## config.mk

```make
export PLATFORM = sky130hd
export DESIGN_NAME = uart_cmd_parser
export DESIGN_NICKNAME = d
export VERILOG_FILES = /design/src/rtl/uart_cmd_parser.sv
export SDC_FILE = /design/constraint.sdc
export NUM_CORES = 1
export LEC_CHECK = 0
export CORE_ASPECT_RATIO = 1.4
export CORE_MARGIN = 3
export CORE_UTILIZATION = 52
export DETAILED_ROUTE_END_ITERATION = 7
export PLACE_DENSITY_LB_ADDON = 0.15
export SYNTH_ARGS = -nofsm -noshare
export SYNTH_HDL_FRONTEND = slang
export SYNTH_SLANG_ARGS = --single-unit
```

## constraint.sdc

```tcl
create_clock -name CLK_10MHZ -period 2.4 [get_ports CLK_10MHZ]
set_input_delay 0.48 -clock CLK_10MHZ [delete_from_list [all_inputs] [get_ports CLK_10MHZ]]
set_output_delay 0.48 -clock CLK_10MHZ [all_outputs]
set_load 0.05 [all_outputs]
```

## src/rtl/uart_cmd_parser.sv

```systemverilog
// ============================================================================
// Module   : uart_cmd_parser
// Purpose  : Decodes ASCII-hex command lines ("Waadd<CR>" / "Raa<CR>") arriving
//            from the UART receiver into register write/read strobes.
// Options  : CMD_TIMEOUT_EN - drop a partial line after TIMEOUT_CYCLES idle clocks
// Revision : 1.0 - initial release
// ============================================================================
`default_nettype none

module uart_cmd_parser #(
  parameter int TIMEOUT_CYCLES = 100000,
  parameter int TIMEOUT_W      = 17
) (
  input  logic       CLK_10MHZ,
  input  logic       rst_n,
  input  logic       rx_ready,
  input  logic [7:0] rx_data,
  output logic       cmd_wr,
  output logic       cmd_rd,
  output logic [7:0] cmd_addr,
  output logic [7:0] cmd_wdata,
  output logic       frame_err,
  output logic [7:0] err_cnt
);

  localparam logic [7:0] C_CR = 8'h0D;
  localparam logic [7:0] C_LF = 8'h0A;
  localparam logic [7:0] C_SP = 8'h20;

  typedef enum logic [2:0] {
    S_IDLE    = 3'd0,
    S_ADDR_HI = 3'd1,
    S_ADDR_LO = 3'd2,
    S_DATA_HI = 3'd3,
    S_DATA_LO = 3'd4,
    S_EOL     = 3'd5,
    S_DISCARD = 3'd6
  } state_t;

  if ((TIMEOUT_CYCLES >> TIMEOUT_W) != 0) begin : g_bad_cfg
    $error("TIMEOUT_W too narrow for TIMEOUT_CYCLES");
  end

  state_t     state_q, state_d;
  logic       op_wr_q, op_wr_d;
  logic [7:0] addr_sh_q, addr_sh_d;
  logic [7:0] data_sh_q, data_sh_d;
  logic       cmd_wr_q, cmd_wr_d;
  logic       cmd_rd_q, cmd_rd_d;
  logic [7:0] cmd_addr_q, cmd_addr_d;
  logic [7:0] cmd_wdata_q, cmd_wdata_d;
  logic       frame_err_q, frame_err_d;
  logic [7:0] err_cnt_q, err_cnt_d;

  logic       w_is_hex;
  logic [3:0] w_nib;
  logic       w_is_w;
  logic       w_is_r;
  logic       w_err;
  logic       w_tmo_fire;

  always_comb begin
    w_is_hex = 1'b0;
    w_nib    = 4'h0;
    if (rx_data >= 8'h30 && rx_data <= 8'h39) begin
      w_is_hex = 1'b1;
      w_nib    = 4'(rx_data - 8'h30);
    end else if (rx_data >= 8'h41 && rx_data <= 8'h46) begin
      w_is_hex = 1'b1;
      w_nib    = 4'(rx_data - 8'h37);
    end else if (rx_data >= 8'h61 && rx_data <= 8'h66) begin
      w_is_hex = 1'b1;
      w_nib    = 4'(rx_data - 8'h57);
    end
  end

  assign w_is_w = (rx_data == 8'h57) || (rx_data == 8'h77);
  assign w_is_r = (rx_data == 8'h52) || (rx_data == 8'h72);

`ifdef CMD_TIMEOUT_EN
  logic [TIMEOUT_W-1:0] tmo_q, tmo_d;

  always_comb begin
    tmo_d      = tmo_q;
    w_tmo_fire = 1'b0;
    if (rx_ready || state_q == S_IDLE) begin
      tmo_d = '0;
    end else if (tmo_q == TIMEOUT_W'(TIMEOUT_CYCLES - 1)) begin
      tmo_d      = '0;
      w_tmo_fire = 1'b1;
    end else begin
      tmo_d = tmo_q + 1'b1;
    end
  end

  always_ff @(posedge CLK_10MHZ or negedge rst_n) begin
    if (!rst_n) tmo_q <= '0;
    else        tmo_q <= tmo_d;
  end
`else
  assign w_tmo_fire = 1'b0;
`endif

  always_comb begin
    state_d     = state_q;
    op_wr_d     = op_wr_q;
    addr_sh_d   = addr_sh_q;
    data_sh_d   = data_sh_q;
    cmd_wr_d    = 1'b0;
    cmd_rd_d    = 1'b0;
    cmd_addr_d  = cmd_addr_q;
    cmd_wdata_d = cmd_wdata_q;
    w_err       = 1'b0;

    // Spaces are transparent everywhere, so they never reach the state logic.
    if (rx_ready && rx_data != C_SP) begin
      unique case (state_q)
        S_IDLE: begin
          if (w_is_w) begin
            op_wr_d = 1'b1;
            state_d = S_ADDR_HI;
          end else if (w_is_r) begin
            op_wr_d = 1'b0;
            state_d = S_ADDR_HI;
          end else if (rx_data != C_CR && rx_data != C_LF) begin
            w_err = 1'b1;
          end
        end
        S_ADDR_HI: begin
          if (w_is_hex) begin
            addr_sh_d = {w_nib, addr_sh_q[3:0]};
            state_d   = S_ADDR_LO;
          end else w_err = 1'b1;
        end
        S_ADDR_LO: begin
          if (w_is_hex) begin
            addr_sh_d = {addr_sh_q[7:4], w_nib};
            state_d   = op_wr_q ? S_DATA_HI : S_EOL;
          end else w_err = 1'b1;
        end
        S_DATA_HI: begin
          if (w_is_hex) begin
            data_sh_d = {w_nib, data_sh_q[3:0]};
            state_d   = S_DATA_LO;
          end else w_err = 1'b1;
        end
        S_DATA_LO: begin
          if (w_is_hex) begin
            data_sh_d = {data_sh_q[7:4], w_nib};
            state_d   = S_EOL;
          end else w_err = 1'b1;
        end
        S_EOL: begin
          if (rx_data == C_CR) begin
            cmd_addr_d = addr_sh_q;
            if (op_wr_q) begin
              cmd_wdata_d = data_sh_q;
              cmd_wr_d    = 1'b1;
            end else begin
              cmd_rd_d = 1'b1;
            end
            state_d = S_IDLE;
          end else w_err = 1'b1;
        end
        S_DISCARD: begin
          if (rx_data == C_CR) state_d = S_IDLE;
        end
        default: state_d = S_IDLE;
      endcase
    end

    // A CR that breaks a line also terminates it, so no discard is needed.
    if (w_err) state_d = (rx_data == C_CR) ? S_IDLE : S_DISCARD;
    if (w_tmo_fire) state_d = S_IDLE;

    frame_err_d = w_err | w_tmo_fire;
    err_cnt_d   = err_cnt_q;
    if (frame_err_d && err_cnt_q != 8'hFF) err_cnt_d = err_cnt_q + 8'd1;
  end

  always_ff @(posedge CLK_10MHZ or negedge rst_n) begin
    if (!rst_n) begin
      state_q     <= S_IDLE;
      op_wr_q     <= 1'b0;
      addr_sh_q   <= 8'h00;
      data_sh_q   <= 8'h00;
      cmd_wr_q    <= 1'b0;
      cmd_rd_q    <= 1'b0;
      cmd_addr_q  <= 8'h00;
      cmd_wdata_q <= 8'h00;
      frame_err_q <= 1'b0;
      err_cnt_q   <= 8'h00;
    end else begin
      state_q     <= state_d;
      op_wr_q     <= op_wr_d;
      addr_sh_q   <= addr_sh_d;
      data_sh_q   <= data_sh_d;
      cmd_wr_q    <= cmd_wr_d;
      cmd_rd_q    <= cmd_rd_d;
      cmd_addr_q  <= cmd_addr_d;
      cmd_wdata_q <= cmd_wdata_d;
      frame_err_q <= frame_err_d;
      err_cnt_q   <= err_cnt_d;
    end
  end

  assign cmd_wr    = cmd_wr_q;
  assign cmd_rd    = cmd_rd_q;
  assign cmd_addr  = cmd_addr_q;
  assign cmd_wdata = cmd_wdata_q;
  assign frame_err = frame_err_q;
  assign err_cnt   = err_cnt_q;

endmodule

`default_nettype wire

```

==> summary.md <==
| Metric | Value |
|---|---|
| Maximum VDD drop | `663.5 uV` |
| Final cell count without fillers | `approximately 320` |
| Final-layout fill cell count | `260` |
| Clock Skew | `0.007367 ns` |
| Number of flops mapped to enable cells by yosys | `0` |
| WL final | `5124 um` |
| Grt total ovfl | `0` |
| DR vias | `1777` |
| Buffer cell driving the clock tree root | `clkbuf_8` |
| Final Slew Violations | `0` |
| Synth area leaders | `dfrtp_1 (53%), mux2_2 (11%), o21ai_0 (2.9%)` |
| Placement Cell Area | `between 0.002 and 0.003 mm^2` |
| Post-synth top area cell | `dfrtp_1` |
| Power share of the sequential group | `0.411` |
| Post-detailed-route wirelength per cell | `around 16 um` |
| Maximum achievable frequency | `about 420 MHz` |
| Final instance area | `~0.0031 mm^2` |
| Number of nets in the layout | `a little under 300` |
| Largest net degree at the start of global routing | `28` |
| Run status | `complete, no violations` |
| Clock latency reported for the late side of the worst-skew pair | `around 0.30 ns` |
| Area added between synthesis and finish | `39.58%` |
| Post-synth top area share | `0.5254` |
| Post-route antenna net violation count | `0` |
| Kind of capture point of the worst setup path | `flop` |
| Input/output buffers | `37` |
| Total Power Consumption | `2.615 mW` |
| Slew at the pin closest to its max-slew limit | `between 0.5 and 0.6 ns` |
| I/O pin total | `38` |
| Final period demand of the worst path | `around 2.4 ns` |
| Initial antenna violation count | `0` |
| Cells on worst reg2reg path | `7` |
| Flip-flop and latch count after synthesis | `47` |
| CTS sink count | `between 40 and 50` |
| Global-route usage over all layers | `0.2167` |
| Power per Cell Area | `about 840 mW/mm^2` |
| Number of vias per cell after detailed routing | `between 5 and 6` |
| Pre-Repair DR Iteration Count | `4` |
| Hold crit path type | `primary input to async pin` |
| Number of buffers inserted during clock tree synthesis | `5` |
| Sequential-to-total area share from yosys stat | `0.5254` |
| DRC violation total after the first TritonRoute iteration | `53` |
| Die Y-Extent | `approximately 84 um` |
| Clk network pwr share | `0.225` |
| Final worst-path cycle share | `0.9837` |
| Normalized max-slew margin | `0.6306` |
| Cells after synthesis | `196` |
| Syn Nets | `approximately 210` |
| Vias in the first global route | `1795` |
| Share of flip-flops with an asynchronous set or reset | `1.000` |
| Weighted congestion reported at the end of routability-driven placement | `~0.80` |
| Critical path required time | `between 2 and 3 ns` |
| Area of the mapped netlist | `0.002238 mm^2` |
| Starting utilization of the core area | `0.5522` |
| Logic gate share of total power | `0.365` |
| Setup TNS Final | `0 ns` |
| Critical path start-end classification | `primary input to flop` |
| Critical-path maximum fanout | `4` |
| # setup viols final | `0` |
| Int Power | `1.671 mW` |
| Total area of multi-input combinational cells | `0.001074 mm^2` |
| Avg Synthesized Cell Area | `~11 um^2` |
| Setup repair after global routing missed its margin | `true` |
| Number of distinct standard cells referenced by the synthesized netlist | `41` |
| Count of unresolved DRC violations after routing | `0` |
| Placed insts | `303` |
| Setup slack on the worst flop-to-flop path | `0.24 ns` |
| Most frequently used flop master after synthesis | `dfrtp_1` |
| Antenna cells | `0` |
| Leak | `1.476 nW` |
| Total count of hold-check failures in the final report | `0` |
| Syn. warnings | `0` |
| # H-tree levels | `2` |
| Leading cell types by count after synthesis | `dfrtp_1 (47), mux2_2 (22), nand2_1 (17), o21ai_0 (13), nor2_1 (11)` |
| Global-route wire length before repair | `8424 um` |
| Deepest clock path buffer count | `2` |
| Power spent charging and discharging nets | `around 0.94 mW` |
| Share of the core filled with cells in the final layout | `0.7707` |
| Post-detail-place hpwl | `about 3800 um` |
| Width of the chip | `between 60 and 70 um` |
| Clock input transition at the sequential cells of the worst setup and hold paths | `0.09 ns` |
| Die outline area | `just over 0.005 mm^2` |
| Most common cell in the netlist | `dfrtp_1` |
| CP startpoint kind | `primary input` |
| Clock tree from TritonCTS | `built` |
| Area of the placeable core | `between 0.004 and 0.005 mm^2` |
| Max-Cap Viols | `0` |
| Proportion of total power due to net switching | `0.3609` |
| Sequential standard cell area | `~0.0012 mm^2` |
| Arrival time worst endpoint | `~2.6 ns` |
| Num rows | `27` |
| Ratio of cells with drive above 1 in the final layout | `0.3055` |
-- timing repair --
item                                    4_1_cts  5_1_grt
pin swaps                                     9        6
cloned                                        1        0
endpoints found under the setup margin       19       32
hold buffers                                  0        0
buffers inserted                              5        1
gates resized for setup                      11        6
-- worst paths after layout --
kind | startpoint | end
min reg2reg | addr_sh_q[7] | addr_sh_q[7]
max | rx_data[4] | cmd_addr[3]
max in group asynchronous | rst_n | err_cnt[1]
min in group CLK_10MHZ | addr_sh_q[7] | addr_sh_q[7]
min | rst_n | cmd_wr
max reg2reg | state_q[0] | err_cnt[6]
-- state kept, by name, summed over array words and instances (netlist names) --
signal and cells:
addr_sh_q 8, cmd_addr 8, cmd_rd 1, cmd_wdata 8
cmd_wr 1, data_sh_q 8, err_cnt 8, frame_err 1
op_wr_q 1, state_q 3
-- area by class of cell --
type,instances,area share
Timing Repair Buffer,76,0.2223
Clock buffer,5,0.02203
Clock inverter,3,0.01482
Tap cell,43,0.01722
Multi-Input combinational cell,141,0.3436
Sequential cell,47,0.3765
Inverter,3,0.003604
-- stage by stage --
step                setup slack (ns)  hold WS [ns]
CTS                         -0.03471        0.1681
finish                       0.03904        0.1569
global placement             -0.3874        0.4556
floorplan                    0.05777        0.1844
detailed placement           -0.4412        0.4647
global route               -0.006343        0.1843
-- logic make-up (layout without fill, tap and decap cells) --
group,after synthesis,count (layout),synth area share
AOI/OAI and AO/OA,36,36,0.1129
buffers and inverters,8,87,0.01397
and+or+nand+nor,68,68,0.1688
muxes,24,24,0.1196
adders and majority gates,5,5,0.02795
DFF,47,47,0.5254
xor gates and xnor gates,8,8,0.03130
-- power groups by stage --
stage                     Sequential (mW)  Clock [mW]  Combinational [mW]
after floorplan                      1.20           0               0.458
after global placement               1.08           0               0.874
after detailed placement             1.09           0               0.895
after CTS                            1.07       0.601               0.942
after global routing                 1.10       0.644                1.03
final                                1.07       0.588               0.953
-- cell usage in the layout (no fill, tap or decap), types with 7 or more instances in the layout --
cell type | netlist | routed
clkdlybuf4s50_1 | 0 | 29
dfrtp_1 | 47 | 47
nor2_1 | 11 | 11
a21oi_1 | 9 | 9
mux2_2 | 22 | 21
o21ai_0 | 13 | 13
buf_4 | 0 | 37
xnor2_1 | 7 | 7
nand2_1 | 17 | 17
nand3_1 | 7 | 7
-- routing by layer --
| metal | track usage | wire (um) |
|---|---|---|
| met5 | 0 | 0 |
| met4 | 0.07336 | 117 |
| met3 | 0.04954 | 164 |
| met2 | 0.3738 | 2763 |
| met1 | 0.2543 | 2078 |
-- critical path, stage by stage --
cell	delay, ns
dlygate4sd2_1	0.26
or4b_4	0.55
or3_4	0.36
nor3_4	0.27
bufbuf_16	0.31
mux2_2	0.32
(Power assumes the default switching activity.)
